--- src/rtl/tlb_search_unit_pkg.sv ---
// Shared definitions for the TLB search unit: sizes, packed entry layout,
// page-size codes, INVTLB op codes and the invalidation-walk state encoding.
package tlb_search_unit_pkg;

  localparam int TLBNUM  = 16;
  localparam int VPPN_W  = 19;
  localparam int ASID_W  = 10;
  localparam int PPN_W   = 20;
  localparam int PS_W    = 6;
  localparam int ENTRY_W = 89;

  localparam logic [PS_W-1:0] PS_4K = 6'd12;
  localparam logic [PS_W-1:0] PS_2M = 6'd21;

  // Field order matches the w_entry / r_entry packing, e in the MSB.
  typedef struct packed {
    logic              e;
    logic [VPPN_W-1:0] vppn;
    logic [PS_W-1:0]   ps;
    logic              g;
    logic [ASID_W-1:0] asid;
    logic [PPN_W-1:0]  ppn0;
    logic [1:0]        plv0;
    logic [1:0]        mat0;
    logic              d0;
    logic              v0;
    logic [PPN_W-1:0]  ppn1;
    logic [1:0]        plv1;
    logic [1:0]        mat1;
    logic              d1;
    logic              v1;
  } tlb_entry_t;

  typedef enum logic [4:0] {
    INV_ALL0    = 5'd0,
    INV_ALL1    = 5'd1,
    INV_G1      = 5'd2,
    INV_G0      = 5'd3,
    INV_ASID    = 5'd4,
    INV_ASID_VA = 5'd5,
    INV_GA_VA   = 5'd6
  } inv_op_e;

  typedef enum logic [1:0] {
    ST_IDLE = 2'd0,
    ST_WALK = 2'd1,
    ST_DONE = 2'd2
  } inv_state_e;

endpackage

--- src/rtl/tlb_entry_match.sv ---
// Per-entry compare: hit when valid, global-or-ASID match and the
// page-size-dependent VPPN tag matches the key.
module tlb_entry_match
  import tlb_search_unit_pkg::*;
(
  input  logic              e,
  input  logic              g,
  input  logic [PS_W-1:0]   ps,
  input  logic [VPPN_W-1:0] vppn,
  input  logic [ASID_W-1:0] asid,
  input  logic [VPPN_W-1:0] key_vppn,
  input  logic [ASID_W-1:0] key_asid,
  output logic              hit
);

  logic va_match;

  // NOTE: every signal driven from always_comb gets a default first so no latch is inferred.
  always_comb begin
    va_match = 1'b0;
    if (ps == PS_4K)      va_match = (vppn == key_vppn);
    else if (ps == PS_2M) va_match = (vppn[18:9] == key_vppn[18:9]);
  end

  assign hit = e && (g || (asid == key_asid)) && va_match;

endmodule

--- src/rtl/tlb_search_unit.sv ---
// TLB array with a registered single-port search, a registered read port,
// a write port, and a sequential INVTLB walk that clears one entry per cycle.
module tlb_search_unit
  import tlb_search_unit_pkg::*;
#(
  parameter int TLBNUM = tlb_search_unit_pkg::TLBNUM,
  parameter int IDXW   = 4
) (
  input  logic               clk,
  input  logic               resetn,
  input  logic               s_req,
  input  logic [VPPN_W-1:0]  s_vppn,
  input  logic               s_va_bit12,
  input  logic [ASID_W-1:0]  s_asid,
  output logic               s_ack,
  output logic               s_found,
  output logic [IDXW-1:0]    s_index,
  output logic [PPN_W-1:0]   s_ppn,
  output logic [PS_W-1:0]    s_ps,
  output logic [1:0]         s_plv,
  output logic [1:0]         s_mat,
  output logic               s_d,
  output logic               s_v,
  input  logic               we,
  input  logic [IDXW-1:0]    w_index,
  input  logic [ENTRY_W-1:0] w_entry,
  input  logic [IDXW-1:0]    r_index,
  output logic [ENTRY_W-1:0] r_entry,
  input  logic               inv_req,
  input  logic [4:0]         inv_op,
  input  logic [ASID_W-1:0]  inv_asid,
  input  logic [VPPN_W-1:0]  inv_vppn,
  output logic               inv_busy,
  output logic               inv_done
);

  tlb_entry_t        entries [TLBNUM];
  logic [TLBNUM-1:0] s_hit;

  for (genvar i = 0; i < TLBNUM; i++) begin : g_match
    tlb_entry_match u_match (
      .e        (entries[i].e),
      .g        (entries[i].g),
      .ps       (entries[i].ps),
      .vppn     (entries[i].vppn),
      .asid     (entries[i].asid),
      .key_vppn (s_vppn),
      .key_asid (s_asid),
      .hit      (s_hit[i])
    );
  end

  logic            found;
  logic [IDXW-1:0] hit_idx;
  tlb_entry_t      hit_ent;
  logic            page1;

  // Scan from the top so the lowest hitting index is the last one written.
  always_comb begin
    found   = 1'b0;
    hit_idx = '0;
    hit_ent = '0;
    for (int i = TLBNUM - 1; i >= 0; i--) begin
      if (s_hit[i]) begin
        found   = 1'b1;
        hit_idx = IDXW'(i);
        hit_ent = entries[i];
      end
    end
    page1 = (hit_ent.ps == PS_4K) ? s_va_bit12 : s_vppn[8];
  end

  // NOTE: sequential state is assigned with <= only, so every block sees pre-edge values.
  always_ff @(posedge clk or negedge resetn) begin
    if (!resetn) begin
      s_ack   <= 1'b0;
      s_found <= 1'b0;
      s_index <= '0;
      s_ppn   <= '0;
      s_ps    <= '0;
      s_plv   <= '0;
      s_mat   <= '0;
      s_d     <= 1'b0;
      s_v     <= 1'b0;
    end else begin
      s_ack <= s_req;
      if (s_req) begin
        s_found <= found;
        s_index <= hit_idx;
        s_ps    <= hit_ent.ps;
        s_ppn   <= page1 ? hit_ent.ppn1 : hit_ent.ppn0;
        s_plv   <= page1 ? hit_ent.plv1 : hit_ent.plv0;
        s_mat   <= page1 ? hit_ent.mat1 : hit_ent.mat0;
        s_d     <= page1 ? hit_ent.d1   : hit_ent.d0;
        s_v     <= page1 ? hit_ent.v1   : hit_ent.v0;
      end
    end
  end

  inv_state_e        state_q, state_d;
  logic [IDXW-1:0]   cnt_q, cnt_d;
  logic [4:0]        op_q;
  logic [ASID_W-1:0] asid_q;
  logic [VPPN_W-1:0] vppn_q;

  always_ff @(posedge clk or negedge resetn) begin
    if (!resetn) begin
      state_q <= ST_IDLE;
      cnt_q   <= '0;
      op_q    <= '0;
      asid_q  <= '0;
      vppn_q  <= '0;
    end else begin
      state_q <= state_d;
      cnt_q   <= cnt_d;
      if (state_q == ST_IDLE && inv_req) begin
        op_q   <= inv_op;
        asid_q <= inv_asid;
        vppn_q <= inv_vppn;
      end
    end
  end

  always_comb begin
    state_d = state_q;
    cnt_d   = cnt_q;
    unique case (state_q)
      ST_IDLE: if (inv_req) begin
        state_d = ST_WALK;
        cnt_d   = '0;
      end
      ST_WALK: if (cnt_q == IDXW'(TLBNUM - 1)) begin
        state_d = ST_DONE;
        cnt_d   = '0;
      end else begin
        cnt_d = cnt_q + 1'b1;
      end
      ST_DONE: state_d = ST_IDLE;
      default: state_d = ST_IDLE;
    endcase
  end

  assign inv_busy = (state_q != ST_IDLE);
  assign inv_done = (state_q == ST_DONE);

  tlb_entry_t walk_ent;
  logic       walk_hit;
  logic       walk_asid_eq;
  logic       walk_clr;

  assign walk_ent = entries[cnt_q];

  tlb_entry_match u_walk_match (
    .e        (walk_ent.e),
    .g        (walk_ent.g),
    .ps       (walk_ent.ps),
    .vppn     (walk_ent.vppn),
    .asid     (walk_ent.asid),
    .key_vppn (vppn_q),
    .key_asid (asid_q),
    .hit      (walk_hit)
  );

  // Ops 5/6 reuse the full hit: clearing e on an already-invalid entry is a no-op.
  always_comb begin
    walk_clr     = 1'b0;
    walk_asid_eq = (walk_ent.asid == asid_q);
    case (op_q)
      INV_ALL0, INV_ALL1: walk_clr = 1'b1;
      INV_G1:             walk_clr = walk_ent.g;
      INV_G0:             walk_clr = !walk_ent.g;
      INV_ASID:           walk_clr = !walk_ent.g && walk_asid_eq;
      INV_ASID_VA:        walk_clr = !walk_ent.g && walk_hit;
      INV_GA_VA:          walk_clr = walk_hit;
      default:            walk_clr = 1'b0;
    endcase
    if (state_q != ST_WALK) walk_clr = 1'b0;
  end

  // NOTE: the array carries a reset because every entry must come out of reset invalid.
  always_ff @(posedge clk or negedge resetn) begin
    if (!resetn) begin
      for (int i = 0; i < TLBNUM; i++) entries[i] <= '0;
    end else begin
      if (walk_clr) entries[cnt_q].e <= 1'b0;
      // Later assignment wins, so a write to the visited entry beats the clear.
      if (we) entries[w_index] <= w_entry;
    end
  end

  always_ff @(posedge clk or negedge resetn) begin
    if (!resetn) r_entry <= '0;
    else         r_entry <= entries[r_index];
  end

endmodule
--- config.mk ---
export PLATFORM = sky130hd
export DESIGN_NAME = tlb_search_unit
export DESIGN_NICKNAME = d
export VERILOG_FILES = /design/src/rtl/tlb_search_unit_pkg.sv /design/src/rtl/tlb_entry_match.sv /design/src/rtl/tlb_search_unit.sv
export SDC_FILE = /design/constraint.sdc
export NUM_CORES = 2
export LEC_CHECK = 0
export BUFFER_PORTS_ARGS = -buffer_cell sky130_fd_sc_hd__buf_2
export CORE_MARGIN = 3
export CORE_UTILIZATION = 55
export DETAILED_ROUTE_END_ITERATION = 16
export PLACE_DENSITY_LB_ADDON = 0.25
export SYNTH_ARGS = -nofsm -noshare
export SYNTH_HDL_FRONTEND = slang
export SYNTH_SLANG_ARGS = --single-unit
--- constraint.sdc ---
create_clock -name clk -period 8.2 [get_ports clk]
set_input_delay 0 -clock clk [delete_from_list [all_inputs] [get_ports clk]]
set_output_delay 0 -clock clk [all_outputs]
set_load 0.02 [all_outputs]
# After elaboration in Yosys (flattened, before gate mapping)
# Cells that the tools add are included.
word_totals:
  register_bits: 1591
  latch_bits: 0
  mem_bits_rw: 0
  romBits: 0
  in_bits: 166
  output_inout_bits: 129
  word_cells: 536
  n_memories: 0
classes:
  n_addsub: 1
  multipliers: 0
  n_div: 0
  n_lt_le_gt_ge: 5
  n_eq_ne: 98
  shifts: 0
  muxes: 110
  n_bitwise: 3
  n_reduce_logical: 64
ops:
  columns: ["cell", "count"]
  rows:
  - ["bitwise mux 1424 bit", 2]
  - ["2-to-1 mux 1424 bit", 2]
  - ["2-to-1 mux 69 bit", 16]
  - ["binary-select mux 89 bit (select 4 bit)", 2]
  - ["demux 89 bit (select 4 bit)", 2]
  - ["2-to-1 mux 89 bit", 6]
  - ["== test 10 bit", 34]
  - ["== test 19 bit", 17]
  - ["== test 6 x 4 -> 1 bit (second input constant)", 18]
  - ["== test 6 x 5 -> 1 bit (second input constant)", 17]
  - ["2-to-1 mux 4 bit", 18]
  - ["2-to-1 mux 1 bit", 54]
  - ["logical AND 1 bit", 39]
  - ["2-to-1 mux 20 bit", 1]
  - ["logical OR 1 bit", 17]
  - ["== test 5 x 3 -> 1 bit (second input constant)", 3]
  - [">= comparator 5 bit (second input constant)", 3]
  - ["inverter 4 -> 5 bit", 3]
  - ["== test 5 x 2 -> 1 bit (second input constant)", 2]
  - ["< comparator 5 x 1 -> 1 bit (second input constant)", 2]
  - ["2-to-1 mux 2 bit", 4]
  - ["one-hot mux 4 bit (2 select lines)", 1]
  - ["one-hot mux 1 bit (6 select lines)", 1]
  - ["== test 5 x 1 -> 1 bit (second input constant)", 1]
  - ["13 further kinds", 16]

# Logic depth before layout (Yosys ltp)
logic_depth:
  ltp_word: 23
  depth_mapped: 16

# Hierarchy
# Synthesis repeated with hierarchy kept, for this count alone.
unflattened:
  hier_cells: 6877
  area_unflattened_um2: 88625.0
by_module_without_submodules:
  columns: ["module", "instances", "cells_per_inst", "area_each_um2", "seq_area_each_um2"]
  rows:
  - ["tlb_search_unit", 1, 6095, 82456.6, 39813.2]
  - ["tlb_entry_match", 17, 46, 362.8, 0.0]

# Worst setup path after synthesis
# Ideal clock, no wire load.
synth_timing:
  path_type: "register to register"
  startpoint: "reg cnt_q[1]"
  endpoint: "reg entries[1334] (netlist name)"
  arrival_ns: 3.472
  path_slack_ns: 4.566
  path_stages_with_launch: 15
  path_buffers: 4
  synth_period_minus_slack_ns: 3.634
  path_cell_list: "dfrtp_1 -> clkbuf_1 -> clkbuf_1 -> buf_1 -> mux4_2 -> mux4_2 -> xnor2_1 -> nand4_1 -> o31ai_1 -> nand3_1 -> and3_1 -> a21oi_4 -> nor2b_1 -> buf_2 -> a41oi_1"
synth_between:
  elab_chain_len: 14
synth_rtl:
  columns: ["item", "line_no", "source"]
  rows:
  - ["start, declared", "tlb_search_unit.sv:101", "logic [IDXW-1:0] cnt_q, cnt_d;"]
  - ["start signal, assigned", "tlb_search_unit.sv:115", "cnt_q <= cnt_d;"]
  - ["inverter 4 -> 5 bit (not written as such) (*)", "tlb_search_unit.sv:151, tlb_search_unit.sv:185", null]
  - ["binary-select mux 89 bit (select 4 bit)", "tlb_search_unit.sv:151", "assign walk_ent = entries[cnt_q];"]
  - ["2-to-1 mux 89 bit (not written as such) (2 in series)", "tlb_search_unit.sv:151", null]
  - ["== test 10 bit, or another cell as far along", "tlb_entry_match.sv:22", "else if (ps == PS_2M) va_match = (vppn[18:9] == key_vppn[18:9]);"]
  - ["2-to-1 mux 1 bit or logical OR 1 bit (tied branches)", "tlb_entry_match.sv:22, tlb_entry_match.sv:25", null]
  - ["2-to-1 mux 1 bit or logical AND 1 bit (tied branches)", "tlb_entry_match.sv:21, tlb_entry_match.sv:25", null]
  - ["logical AND 1 bit", "tlb_entry_match.sv:25", "assign hit = e && (g || (asid == key_asid)) && va_match;"]
  - ["logical AND 1 bit", "tlb_search_unit.sv:173", "INV_ASID_VA: walk_clr = !walk_ent.g && walk_hit;"]
  - ["one-hot mux 1 bit (6 select lines)", "tlb_search_unit.sv:168", "case (op_q)"]
  - ["2-to-1 mux 1 bit", "tlb_search_unit.sv:177", "if (state_q != ST_WALK) walk_clr = 1'b0;"]
  - ["2-to-1 mux 1424 bit (*)", "tlb_search_unit.sv:185", "if (walk_clr) entries[cnt_q].e <= 1'b0;"]
  - ["bitwise mux 1424 bit", "tlb_search_unit.sv:187", "if (we) entries[w_index] <= w_entry;"]
  - ["2-to-1 mux 1424 bit (*)", "tlb_search_unit.sv:187", null]
# Mark *: on every way between the ends. The rest lies on a longest branch, timed or not. The select of a mux whose other input is x is not followed.
# A chain may end at the register's enable or synchronous reset.

# Worst setup path in the final report
layout_timing:
  startpoint: "reg cnt_q[0]"
  endpoint: "reg entries[978] (netlist name)"
layout_between:
  elab_chain_len: 14
layout_rtl:
  columns: ["item", "line_no"]
  rows:
  - ["inverter 4 -> 5 bit (not written as such) (*)", "tlb_search_unit.sv:151, tlb_search_unit.sv:185"]
  - ["binary-select mux 89 bit (select 4 bit)", "tlb_search_unit.sv:151"]
  - ["2-to-1 mux 89 bit (not written as such) (2 in series)", "tlb_search_unit.sv:151"]
  - ["== test 10 bit, or another cell as far along", "tlb_entry_match.sv:22"]
  - ["2-to-1 mux 1 bit or logical OR 1 bit (tied branches)", "tlb_entry_match.sv:22, tlb_entry_match.sv:25"]
  - ["2-to-1 mux 1 bit or logical AND 1 bit (tied branches)", "tlb_entry_match.sv:21, tlb_entry_match.sv:25"]
  - ["logical AND 1 bit", "tlb_entry_match.sv:25"]
  - ["logical AND 1 bit", "tlb_search_unit.sv:173"]
  - ["one-hot mux 1 bit (6 select lines)", "tlb_search_unit.sv:168"]
  - ["2-to-1 mux 1 bit", "tlb_search_unit.sv:177"]
  - ["2-to-1 mux 1424 bit (*)", "tlb_search_unit.sv:185"]
  - ["bitwise mux 1424 bit", "tlb_search_unit.sv:187"]
  - ["2-to-1 mux 1424 bit (*)", "tlb_search_unit.sv:187"]
# Marked as above.

==> flow_summary.yaml <==
status:
  outcome: "complete, no violations"
placed_design:
  place_ws_ns: 2.342
  gp_congestion: 0.9445
  postPlaceCellArea_um2: 89640
  port_buffers: 294
  hpwlAfterDp_um: 178400
sta:
  finalClockSkew_ns: 0.03254
  fmax_mhz: 164.8
  holdWs_ns: 0.01301
  fin_ws_ns: 2.130
  finalMaxSlewViolations: 0
  rsz0062_at_grt: "no"
  worstMarginPinSlew_ns: 1.193
  min_period_ns: 6.070
  relSlewSlack_pct: 20.44
  setup_tns_ns: 0
  period_share_pct: 74.02
  finalSetupViolations: 0
  hold_viol: 0
die:
  die-area_um2: 162700
  start_util_pct: 55.47
  rows: 145
  io_pins: 295
  die_h_um: 403.4
  die_w_um: 403.4
  core-area_um2: 156600
clock_tree:
  cts_made_buffers: 170
  cts-root-buf: "clkbuf_16"
  cts_buffer_depth: 3
  clkSinkCount: 1591
  clk_pin_slew_worst_paths_ns: 0.06
  clk_latency_ns: 0.83
  htreeDepth: 4
  cts_tree: "built"
  postCtsSetupBuffers: 0
logic_synthesis:
  async_flop_share_pct: 100.0
  syn_nets: 6591
  synth_edf_count: 0
  post-synth-top-count-cell: "dfrtp_1"
  synth_seq_cells: 1591
  syn_avg_cell_area_um2: 13.52
  synth_ff_type: "dfrtp_1"
  ys.warnings.count: 0
  synth_area_leaders: "dfrtp_1 (46%), mux2_2 (19%), mux4_2 (16%)"
  netlist_area_um2: 86840
  seq_area_frac_synth_pct: 45.85
  synthDistinctLibCells: 84
  synthCells: 6421
  synthTopCellsByCount: "dfrtp_1 (1591), mux2_2 (1467), mux4_2 (614)"
  synth_area_leader_cell: "dfrtp_1"
  synth.top_cell.area_share_pct: 45.85
power_and_ir_drop:
  finalPower_mw: 27.30
  ir_drop_v: 0.0002386
  leakage_nw: 40.16
  power_density_nw_per_um2: 280.4
layout:
  fin_nets: 6717
  drive_above_1_share_pct: 42.63
  syn2layout_area_growth_pct: 12.10
  final_cell_area_um2: 97350
hold_path:
  hold_depth: 3
  whs_endpoint: "r_entry[6]"
  hold_path_class: "primary input to flip-flop"
  hold_start: "r_index[1]"
global_route:
  grt_util_all_layers_pct: 36.31
  grt_pass1_wl_um: 434600
  grt_max_degree: 194
  overflow: 0
  first_global_vias: 62833
  antenna_found_initial: 29
route:
  wl_met1_um: 113400
  dr_total_vias: 61657
  routed_wl_um: 294900
  ant_nets: 0
  routedWlPerCell_um: 33.69
  met2_wirelength_um: 130700
  wl_met3_um: 35040
  routed.top_layer: "met5"
  drt_iter0_drc: 7146
  firstDrtPassIters: 6
  drc: 0
  vias_per_cell: 7.043
critical_path:
  arrival_ns: 6.71
  critical-path-slowest-cell: "dfrtp_4"
  max_stage_delay_ns: 0.89
  critPathLaunchType: "flip-flop"
  critPathKind: "flip-flop to flip-flop"
  critical_path.max_fanout: 31
  timing.rr.end: "entries[978]"
  r2r_slack_ns: 2.13
  end_kind: "flip-flop"
  required_ns: 8.84
  crit_chain: "buf_4, mux4_2, mux4_2, xnor2_1, nand3_1, o31ai_1, nand3_1, and3_1, a21oi_4, nor2b_1, a41oi_1"
  r2r.worst_path.cells: 11
  reg2reg_from: "cnt_q[0]"
flow_run:
  maxCapViolCount: 0
==> through the flow <==
| step | util [%] | instances |
|---|---|---|
| 6_report | 62.18 | 8754 |
| 5_1_grt | 62.16 | 8745 |
| 4_1_cts | 62.15 | 8739 |
| 3_5_place_dp | 57.26 | 8257 |
| 3_3_place_gp | 57.26 | 8257 |
| 2_1_floorplan | - | 6421 |
==> registers in the layout, indices dropped and copies added (netlist names) <==
register,flops
s_plv,2
r_entry,89
s_v,1
s_index,4
s_d,1
s_mat,2
s_found,1
s_ack,1
op_q,5
vppn_q,19
asid_q,10
s_ps,6
s_ppn,20
cnt_q,4
state_q,2
entries,1424
==> logic make-up after synthesis <==
group                    count (synthesis)  share of synthesized area [%]
multiplexers                          2091                          35.06
flip-flops                            1591                          45.85
AO/OA/AOI/OAI                          834                          6.592
AND/OR/NAND/NOR                        778                          4.466
buffers and inverters                  629                          2.961
XOR/XNOR                               494                          5.017
adder cells (fa/ha/maj)                  4                        0.05763
==> layout by cell type, fill, tap and decap left out, drive strengths merged, types with 18 or more instances in the layout <==
cell type / netlist / final
a211oi: 52 / 52
a21oi: 252 / 252
a221o: 27 / 27
a221oi: 27 / 27
a222oi: 25 / 25
a32o: 29 / 29
a32oi: 25 / 25
buf: 192 / 390
bufinv: 0 / 20
clkbuf: 420 / 243
clkinv: 1 / 30
dfrtp: 1591 / 1591
dlygate4sd3: 0 / 175
inv: 16 / 26
mux2: 1467 / 1467
mux4: 614 / 614
nand2: 223 / 223
nand3: 81 / 81
nand4: 44 / 44
nor2: 191 / 191
nor3: 52 / 52
nor3b: 18 / 18
nor4: 70 / 70
o211ai: 57 / 57
o21ai: 183 / 183
o221a: 26 / 26
o221ai: 26 / 26
o311a: 26 / 26
xnor2: 208 / 208
xor2: 286 / 286
==> worst max-delay path: cells and delay by family (launching register included) <==
kind,cells,cell delay (ns)
AND/OR/NAND/NOR,4,1.60
AO/OA/AOI/OAI,3,1.33
multiplexers,2,1.06
flip-flops,1,0.89
buffers and inverters,1,0.58
XOR/XNOR,1,0.35
==> metal layers <==
layer  global-route usage (%)  up-vias
li1                         -    24647
met3                    11.72      918
met5                   0.6542        -
met4                    17.04       16
met1                    49.26    32259
met2                    53.29     3817
==> where the power goes <==
part           switching (mW)  total, mW  internal, mW  leakage, nW
Combinational            3.28       7.41          4.13         17.7
Clock                    3.37       8.19          4.82         2.89
Sequential               1.95       11.7          9.75         19.6
==> cell type report <==
cell class / instances / area (um^2)
fill: 11791 / 59220
multi-input combinational: 4201 / 44770
sequential: 1591 / 39820
clock buffer: 242 / 4917
timing repair buffer: 566 / 4197
tap: 2058 / 2575
clock inverter: 64 / 969.7
inverter: 17 / 63.81
antenna: 15 / 37.54
==> what timing repair did <==
item	CTS	global route
gates resized for setup	0	0
endpoints found under the hold margin	2220	0
hold buffers	176	0
==> worst max path at each step <==
stage / endpoint / slack, ns / cells past startpoint / startpoint
after CTS: entries[978] / 2.31 / 11 / cnt_q[0]
final: entries[978] / 2.13 / 11 / cnt_q[0]
after detailed placement: entries[800] / 2.34 / 11 / cnt_q[0]
after global routing: entries[978] / 1.75 / 11 / cnt_q[0]
after floorplan: entries[1334] / 4.57 / 14 / cnt_q[1]
after global placement: entries[889] / 2.42 / 11 / cnt_q[0]
No activity file was read; power rests on OpenSTA's default activity.
